<file path="src/rtl/zuss_alu_sched_pkg.sv">
// Shared definitions for the ALU scheduler: opcodes, FSM states and the
// per-opcode execute-cycle count.
package zuss_pkg;

  localparam int unsigned OP_ADD = 0;
  localparam int unsigned OP_SUB = 1;
  localparam int unsigned OP_MUL = 2;
  localparam int unsigned OP_DIV = 3;
  localparam int unsigned OP_OR  = 4;
  localparam int unsigned OP_AND = 5;
  localparam int unsigned OP_NOT = 6;
  localparam int unsigned OP_MOV = 7;
  localparam int unsigned OP_LSL = 8;
  localparam int unsigned OP_MAX = 8;

  typedef enum logic [1:0] {
    IDLE = 2'd0,
    EXEC = 2'd1,
    RESP = 2'd2
  } state_t;

  // Cycles the ALU inputs must be held before the result is valid.
  function automatic logic [3:0] op_cycles(input int unsigned op,
                                           input logic [3:0]  mul_cycles,
                                           input logic [3:0]  div_cycles);
    logic [3:0] c;
    c = 4'd1;
    if (op == OP_MUL) c = mul_cycles;
    if (op == OP_DIV) c = div_cycles;
    return c;
  endfunction

endpackage

</file>
<file path="src/rtl/zuss_alu_sched_if.sv">
// Requester, ALU and response signals of the ALU scheduler.
// Handshakes: a transfer happens on a rising edge where valid && ready; the
// source holds its payload stable while valid && !ready, ready may depend on valid.
interface zuss_alu_sched_if #(
  parameter int WIDTH = 32,
  parameter int OPW   = 5
);
  logic             req0_valid;
  logic             req0_ready;
  logic [OPW-1:0]   req0_op;
  logic [WIDTH-1:0] req0_a;
  logic [WIDTH-1:0] req0_b;
  logic             req1_valid;
  logic             req1_ready;
  logic [OPW-1:0]   req1_op;
  logic [WIDTH-1:0] req1_a;
  logic [WIDTH-1:0] req1_b;
  logic [OPW-1:0]   alu_op;
  logic [WIDTH-1:0] alu_a;
  logic [WIDTH-1:0] alu_b;
  logic [WIDTH-1:0] alu_out;
  logic             rsp_valid;
  logic             rsp_ready;
  logic             rsp_id;
  logic [WIDTH-1:0] rsp_data;
  logic             rsp_zr;
  logic             rsp_err;
  logic             busy;

  modport slave (
    input  req0_valid, req0_op, req0_a, req0_b,
    input  req1_valid, req1_op, req1_a, req1_b,
    input  alu_out, rsp_ready,
    output req0_ready, req1_ready,
    output alu_op, alu_a, alu_b,
    output rsp_valid, rsp_id, rsp_data, rsp_zr, rsp_err, busy
  );

  modport master (
    output req0_valid, req0_op, req0_a, req0_b,
    output req1_valid, req1_op, req1_a, req1_b,
    output alu_out, rsp_ready,
    input  req0_ready, req1_ready,
    input  alu_op, alu_a, alu_b,
    input  rsp_valid, rsp_id, rsp_data, rsp_zr, rsp_err, busy
  );

endinterface

</file>
<file path="src/rtl/zuss_alu_sched_rr_arb2.sv">
// Two-way round-robin grant: a lone requester always wins, a tie goes to the
// requester that was not granted last.
module zuss_rr_arb2 (
  input  logic [1:0] valid_i,
  input  logic       last_grant_i,
  output logic [1:0] grant_o,
  output logic       grant_id_o
);

  always_comb begin
    grant_o = 2'b00;
    case (valid_i)
      2'b01:   grant_o = 2'b01;
      2'b10:   grant_o = 2'b10;
      2'b11:   grant_o = last_grant_i ? 2'b01 : 2'b10;
      default: grant_o = 2'b00;
    endcase
  end

  assign grant_id_o = grant_o[1];

endmodule

</file>
<file path="src/rtl/zuss_alu_sched.sv">
// Shares one external ALU between two requesters: round-robin accept, operands
// held for a per-opcode cycle count, one tagged response with backpressure.
module zuss_alu_sched
  import zuss_pkg::*;
#(
  parameter int WIDTH      = 32,
  parameter int OPW        = 5,
  parameter int MUL_CYCLES = 2,
  parameter int DIV_CYCLES = 8
) (
  input  logic            clk,
  input  logic            rst_n,
  zuss_alu_sched_if.slave bus,
  output state_t          dbg_state_o
);

  localparam logic [OPW-1:0] OPC_DIV = OPW'(OP_DIV);
  localparam logic [OPW-1:0] OPC_MAX = OPW'(OP_MAX);

  state_t           state_q, state_d;
  logic [3:0]       cnt_q, cnt_d;
  logic             last_grant_q, last_grant_d;
  logic [OPW-1:0]   alu_op_q, alu_op_d;
  logic [WIDTH-1:0] alu_a_q, alu_a_d;
  logic [WIDTH-1:0] alu_b_q, alu_b_d;
  logic             rsp_id_q, rsp_id_d;
  logic [WIDTH-1:0] rsp_data_q, rsp_data_d;
  logic             rsp_zr_q, rsp_zr_d;
  logic             rsp_err_q, rsp_err_d;
  logic             err_q, err_d;
  logic             err_ones_q, err_ones_d;

  logic [1:0]       grant;
  logic             grant_id;
  logic [OPW-1:0]   op_sel;
  logic [WIDTH-1:0] a_sel;
  logic [WIDTH-1:0] b_sel;
  logic             illegal;
  logic             div0;
  logic [WIDTH-1:0] cap_data;

  zuss_rr_arb2 u_arb (
    .valid_i      ({bus.req1_valid, bus.req0_valid}),
    .last_grant_i (last_grant_q),
    .grant_o      (grant),
    .grant_id_o   (grant_id)
  );

  assign op_sel  = grant_id ? bus.req1_op : bus.req0_op;
  assign a_sel   = grant_id ? bus.req1_a  : bus.req0_a;
  assign b_sel   = grant_id ? bus.req1_b  : bus.req0_b;
  assign illegal = (op_sel > OPC_MAX);
  assign div0    = (op_sel == OPC_DIV) && (b_sel == '0);

  // Screened ops never look at alu_out: illegal returns 0, div-by-zero all ones.
  assign cap_data = !err_q ? bus.alu_out : (err_ones_q ? '1 : '0);

  always_ff @(posedge clk or negedge rst_n) begin
    if (!rst_n) begin
      state_q      <= IDLE;
      cnt_q        <= 4'd0;
      last_grant_q <= 1'b1;
      alu_op_q     <= '0;
      alu_a_q      <= '0;
      alu_b_q      <= '0;
      rsp_id_q     <= 1'b0;
      rsp_data_q   <= '0;
      rsp_zr_q     <= 1'b0;
      rsp_err_q    <= 1'b0;
      err_q        <= 1'b0;
      err_ones_q   <= 1'b0;
    end else begin
      state_q      <= state_d;
      cnt_q        <= cnt_d;
      last_grant_q <= last_grant_d;
      alu_op_q     <= alu_op_d;
      alu_a_q      <= alu_a_d;
      alu_b_q      <= alu_b_d;
      rsp_id_q     <= rsp_id_d;
      rsp_data_q   <= rsp_data_d;
      rsp_zr_q     <= rsp_zr_d;
      rsp_err_q    <= rsp_err_d;
      err_q        <= err_d;
      err_ones_q   <= err_ones_d;
    end
  end

  always_comb begin
    state_d      = state_q;
    cnt_d        = cnt_q;
    last_grant_d = last_grant_q;
    alu_op_d     = alu_op_q;
    alu_a_d      = alu_a_q;
    alu_b_d      = alu_b_q;
    rsp_id_d     = rsp_id_q;
    rsp_data_d   = rsp_data_q;
    rsp_zr_d     = rsp_zr_q;
    rsp_err_d    = rsp_err_q;
    err_d        = err_q;
    err_ones_d   = err_ones_q;
    case (state_q)
      IDLE: begin
        if (grant != 2'b00) begin
          alu_op_d     = op_sel;
          alu_a_d      = a_sel;
          alu_b_d      = b_sel;
          rsp_id_d     = grant_id;
          last_grant_d = grant_id;
          err_d        = illegal || div0;
          err_ones_d   = !illegal && div0;
          cnt_d        = (illegal || div0) ? 4'd0
                       : op_cycles(32'(op_sel), 4'(MUL_CYCLES), 4'(DIV_CYCLES)) - 4'd1;
          state_d      = EXEC;
        end
      end
      EXEC: begin
        if (cnt_q != 4'd0) begin
          cnt_d = cnt_q - 4'd1;
        end else begin
          rsp_data_d = cap_data;
          rsp_zr_d   = (cap_data == '0);
          rsp_err_d  = err_q;
          state_d    = RESP;
        end
      end
      RESP: begin
        if (bus.rsp_ready) state_d = IDLE;
      end
      default: state_d = IDLE;
    endcase
  end

  always_comb begin
    bus.req0_ready = rst_n && (state_q == IDLE) && grant[0];
    bus.req1_ready = rst_n && (state_q == IDLE) && grant[1];
    bus.alu_op     = alu_op_q;
    bus.alu_a      = alu_a_q;
    bus.alu_b      = alu_b_q;
    bus.rsp_valid  = (state_q == RESP);
    bus.rsp_id     = rsp_id_q;
    bus.rsp_data   = rsp_data_q;
    bus.rsp_zr     = rsp_zr_q;
    bus.rsp_err    = rsp_err_q;
    bus.busy       = (state_q != IDLE);
    dbg_state_o    = state_q;
  end

endmodule

</file>
<file path="src/flat_wrapper.sv">
// flat-port wrapper written by rule: the top's interface ports become plain ports
module zuss_alu_sched_flat import zuss_pkg::*;
#(
  parameter int WIDTH      = 32,
  parameter int OPW        = 5,
  parameter int MUL_CYCLES = 2,
  parameter int DIV_CYCLES = 8
)
  (clk, rst_n, dbg_state_o, bus_req0_valid, bus_req0_op, bus_req0_a, bus_req0_b, bus_req1_valid, bus_req1_op, bus_req1_a, bus_req1_b, bus_alu_out, bus_rsp_ready, bus_req0_ready, bus_req1_ready, bus_alu_op, bus_alu_a, bus_alu_b, bus_rsp_valid, bus_rsp_id, bus_rsp_data, bus_rsp_zr, bus_rsp_err, bus_busy);
  zuss_alu_sched_if #(.WIDTH(WIDTH), .OPW(OPW)) bus_i ();
  input  logic clk;
  input  logic rst_n;
  output state_t dbg_state_o;
  input wire logic [$bits(bus_i.req0_valid)-1:0] bus_req0_valid;
  input wire logic [$bits(bus_i.req0_op)-1:0] bus_req0_op;
  input wire logic [$bits(bus_i.req0_a)-1:0] bus_req0_a;
  input wire logic [$bits(bus_i.req0_b)-1:0] bus_req0_b;
  input wire logic [$bits(bus_i.req1_valid)-1:0] bus_req1_valid;
  input wire logic [$bits(bus_i.req1_op)-1:0] bus_req1_op;
  input wire logic [$bits(bus_i.req1_a)-1:0] bus_req1_a;
  input wire logic [$bits(bus_i.req1_b)-1:0] bus_req1_b;
  input wire logic [$bits(bus_i.alu_out)-1:0] bus_alu_out;
  input wire logic [$bits(bus_i.rsp_ready)-1:0] bus_rsp_ready;
  output wire logic [$bits(bus_i.req0_ready)-1:0] bus_req0_ready;
  output wire logic [$bits(bus_i.req1_ready)-1:0] bus_req1_ready;
  output wire logic [$bits(bus_i.alu_op)-1:0] bus_alu_op;
  output wire logic [$bits(bus_i.alu_a)-1:0] bus_alu_a;
  output wire logic [$bits(bus_i.alu_b)-1:0] bus_alu_b;
  output wire logic [$bits(bus_i.rsp_valid)-1:0] bus_rsp_valid;
  output wire logic [$bits(bus_i.rsp_id)-1:0] bus_rsp_id;
  output wire logic [$bits(bus_i.rsp_data)-1:0] bus_rsp_data;
  output wire logic [$bits(bus_i.rsp_zr)-1:0] bus_rsp_zr;
  output wire logic [$bits(bus_i.rsp_err)-1:0] bus_rsp_err;
  output wire logic [$bits(bus_i.busy)-1:0] bus_busy;
  assign bus_i.req0_valid = bus_req0_valid;
  assign bus_i.req0_op = bus_req0_op;
  assign bus_i.req0_a = bus_req0_a;
  assign bus_i.req0_b = bus_req0_b;
  assign bus_i.req1_valid = bus_req1_valid;
  assign bus_i.req1_op = bus_req1_op;
  assign bus_i.req1_a = bus_req1_a;
  assign bus_i.req1_b = bus_req1_b;
  assign bus_i.alu_out = bus_alu_out;
  assign bus_i.rsp_ready = bus_rsp_ready;
  assign bus_req0_ready = bus_i.req0_ready;
  assign bus_req1_ready = bus_i.req1_ready;
  assign bus_alu_op = bus_i.alu_op;
  assign bus_alu_a = bus_i.alu_a;
  assign bus_alu_b = bus_i.alu_b;
  assign bus_rsp_valid = bus_i.rsp_valid;
  assign bus_rsp_id = bus_i.rsp_id;
  assign bus_rsp_data = bus_i.rsp_data;
  assign bus_rsp_zr = bus_i.rsp_zr;
  assign bus_rsp_err = bus_i.rsp_err;
  assign bus_busy = bus_i.busy;
  zuss_alu_sched #(.WIDTH(WIDTH), .OPW(OPW), .MUL_CYCLES(MUL_CYCLES), .DIV_CYCLES(DIV_CYCLES)) u_core (.clk(clk), .rst_n(rst_n), .bus(bus_i), .dbg_state_o(dbg_state_o));
endmodule
</file>
<file path="config.mk">
export PLATFORM = sky130hd
export DESIGN_NAME = zuss_alu_sched_flat
export DESIGN_NICKNAME = d
export VERILOG_FILES = /design/src/rtl/zuss_alu_sched_pkg.sv /design/src/rtl/zuss_alu_sched_if.sv /design/src/rtl/zuss_alu_sched_rr_arb2.sv /design/src/rtl/zuss_alu_sched.sv /design/src/flat_wrapper.sv
export SDC_FILE = /design/constraint.sdc
export NUM_CORES = 1
export LEC_CHECK = 0
export ABC_AREA = 1
export CORE_AREA = 2 2 139 107
export DETAILED_ROUTE_END_ITERATION = 12
export DIE_AREA = 0 0 141 109
export PLACE_DENSITY = 0.91
export SLEW_MARGIN = 20
export SYNTH_ARGS = -nofsm -noshare
export SYNTH_HDL_FRONTEND = slang
export SYNTH_SLANG_ARGS = --single-unit
</file>
<file path="constraint.sdc">
create_clock -name clk -period 2.42 [get_ports clk]
set_input_delay 0.484 -clock clk [delete_from_list [all_inputs] [get_ports clk]]
set_output_delay 0.484 -clock clk [all_outputs]
set_load 0.01 [all_outputs]
</file>
==> results.tsv <==
stage	metric	value	unit
drt	antenna-violating nets left	0	
synth	Mapped Avg Cell Area	7.73	um^2
clocking	CTS buffer count	17	
floorplan	Die Ht	109	um
drt	average routed wire per standard cell	15.2	um
clocking	htree depth	4	
floorplan	Die Area	15400	um^2
clocking	CTS tree	done	
clocking	worst skew pair latency	400	ps
sta	final worst path period share	0.921	
floorplan	Starting Density	0.399	
clocking	CTS root buf	clkbuf_16	
synth	sequential area share after synthesis	0.502	
setup_path	CP dominant cell by count	nand2_1	
setup_path	slowest stage delay, CP	550	ps
setup_path	Critical Path AT	2550	ps
drt	DRT Wirelength	18600	um
setup_path	R2R Setup Slk	290	ps
sta	Hold Vio Cnt, Final	0	
synth	Ys Warns	0	
sta	Worst Skew	11.0	ps
power	leak pwr	4.28	nW
sta	min Tclk post-route	2230	ps
sta	Slew headroom	0.580	
sta	final setup fails	0	
sta	final worst slack	191	ps
flow_run	max cap viols	0	
placed_design	dpl cell area	8830	um^2
power	Power per Cell Area	1210	nW/um^2
drt	DR pass1 iterations	5	
setup_path	reg2reg path depth	15	
sta	fmax	0.449	GHz
clocking	clock tree buffer depth	2	
setup_path	Setup crit start kind	input port	
setup_path	r2r endpoint	u_core.cnt_q[3]	
placed_design	pre-CTS WS	-286	ps
setup_path	crit path capture	u_core.cnt_q[3]	
setup_path	WP data required	2740	ps
placed_design	placed cells	1191	
sta	Hold WS	193	ps
floorplan	core area	14100	um^2
setup_path	reg2reg start	u_core.last_grant_q	
floorplan	row count	38	
power	VDD IR-drop max	0.741	mV
sta	Final Max Tran Viols	0	
sta	TNS Setup	0	ps
layout	share of post-route cells with drive strength above 1	0.0825	
grt	number of global-route vias before repair	6032	
floorplan	Die W	141	um
grt	GRT Overall Usage	0.243	
setup_path	worst setup path start	bus_req0_valid	
placed_design	Placer Congestion	0.844	
drt	detailed-route vias per instance	4.98	
layout	final cell count without fillers	1222	
run_status	status	completed	
synth	#FFs+latches synth	113	
synth	Cell Area, Synth	5640	um^2
synth	Syn Nets	907	
synth	Mapped Cells	730	
grt	GRT Residual Overflow	0	
placed_design	Final HPWL DP	14000	um
drt	1st-iter DRT viols	300	
placed_design	IO Port Bufs	284	
grt	largest net degree at the start of global routing	114	
layout	Layout Area Growth over Synthesis	67.5	%
grt	initial antenna violation count	0	
setup_path	CP cell instances	clkdlybuf4s50_1 -> nand2_4 -> nand2_4 -> nand2_1 -> nand2_2 -> nand2_1 -> nor2_1 -> nand2_1 -> inv_1 -> nand2_1 -> ha_1 -> nand3_1 -> nand2_1 -> nor2_1 -> nand3_1 -> a21oi_2	
setup_path	Max FO, Critical Path	9	
synth	Distinct cells, synth	33	
grt	first-pass GRT wire length	29400	um
layout	antenna fix cells	0	
layout	final core utilization	0.669	
floorplan	I/O Pins	285	
clocking	setup bufs post-CTS	0	
drt	drt drc	0	
layout	nets	1207	
clocking	# clock sinks	113	
drt	routed vias	6080	
sta	RSZ-0062 raised after global routing	no	
sta	worst slew pin tran	631	ps
setup_path	Crit Path Category	in -> reg	
setup_path	crit path capture type	register	
clocking	Worst-path clk slew	60	ps
layout	final instance area	9450	um^2
worst_hold_path	worst hold path class	in -> async	
setup_path	highest-delay cell along the critical path	clkdlybuf4s50_1	
power	Design Power	11.4	mW
## routing by layer
| metal | up-vias | share of wire | track usage |
|---|---|---|---|
| li1 | 2965 | - | - |
| met2 | 240 | 0.48 | 0.415 |
| met5 | - | 0 | 0 |
| met3 | 28 | 0.079 | 0.0755 |
| met4 | 0 | 0.016 | 0.0707 |
| met1 | 2847 | 0.43 | 0.301 |
## critical path: cells and delay by family
kind            cells  cell delay, ps
simple gates       12            1030
buf+inv             2             630
compound gates      1             150
fa+ha+maj           1             230
## cells in the final DEF (no fill, tap or decap), drive strengths merged, types with 16 or more instances in the layout
master / n
inv: 62
nand3b: 26
nand3: 16
buf: 38
nand2: 237
nor2: 93
a21oi: 33
dfrtp: 112
clkbuf: 19
a31oi: 38
clkdlybuf4s50: 280
o21ai: 61
## sequential cells by signal (all words and copies together) (netlist names), 2 cells and up
name,flops
u_core.bus.alu_a,32
u_core.bus.alu_b,32
u_core.bus.rsp_data,32
u_core.bus.alu_op,5
u_core.cnt_q,4
u_core.dbg_state_o,2
## where the power goes
group,switching (mW),leakage (nW),internal (mW),total (mW)
clock network,0.924,0.292,1.67,2.60
registers,0.536,1.33,2.86,3.39
logic,2.67,2.66,2.72,5.39
## logic make-up after synthesis
| family | synth area share |
|---|---|
| fa+ha+maj | 0.00444 |
| buf+inv | 0.0779 |
| flops | 0.502 |
| compound gates | 0.134 |
| simple gates | 0.282 |
## worst min-delay path by stage
stage                               from                   end  slack (ps)  cells past startpoint
global route                       rst_n   u_core.bus.alu_b[3]         250                      2
finish                             rst_n   u_core.bus.alu_b[3]         190                      2
CTS                                rst_n   u_core.bus.alu_b[0]         240                      2
floorplan                          rst_n   u_core.bus.alu_a[0]         190                      0
global placement       u_core.bus.rsp_id     u_core.bus.rsp_id         460                      2
detailed placement  u_core.bus.alu_b[21]  u_core.bus.alu_b[21]         470                      2
## cell usage after synthesis
master	instances	area [um^2]
inv_2	2	7.51
buf_6	6	67.6
a31oi_1	37	231
dfstp_2	1	26.3
a21oi_2	1	8.76
buf_1	4	15.0
a31oi_4	1	21.3
nand4_1	3	18.8
nand2_1	232	871
inv_1	58	218
o41ai_1	1	8.76
o21ai_1	12	60.1
nand3b_2	1	11.3
o21ai_2	1	8.76
a211oi_1	1	7.51
o21ai_0	48	240
nand3_2	2	20.0
nor4_1	1	6.26
buf_2	6	30.0
nor2_1	92	345
nor3_1	3	15.0
clkinv_1	1	3.75
clkbuf_1	22	82.6
nand2_2	3	18.8
ha_1	2	25.0
nand3b_1	25	188
dfrtp_1	112	2800
a21oi_1	32	160
nor2_2	1	6.26
buf_4	2	15.0
nand3_1	14	70.1
nand2_4	2	22.5
o31ai_1	1	7.51
## layout make-up
cell class	instances	area [um^2]
Clock buffer	19	453
Tap cell	180	225
Fill cell	1140	4670
Sequential cell	113	2830
Inverter	61	229
Clock inverter	12	158
Timing Repair Buffer	321	3160
Multi-Input combinational cell	516	2390
## what timing repair did
action / CTS / global route
setup endpoints to repair: 2 / 0
endpoints found under the hold margin: 0 / 0
hold buffers: 0 / 0
resized for setup: 5 / 0
(Power assumes the default switching activity.)
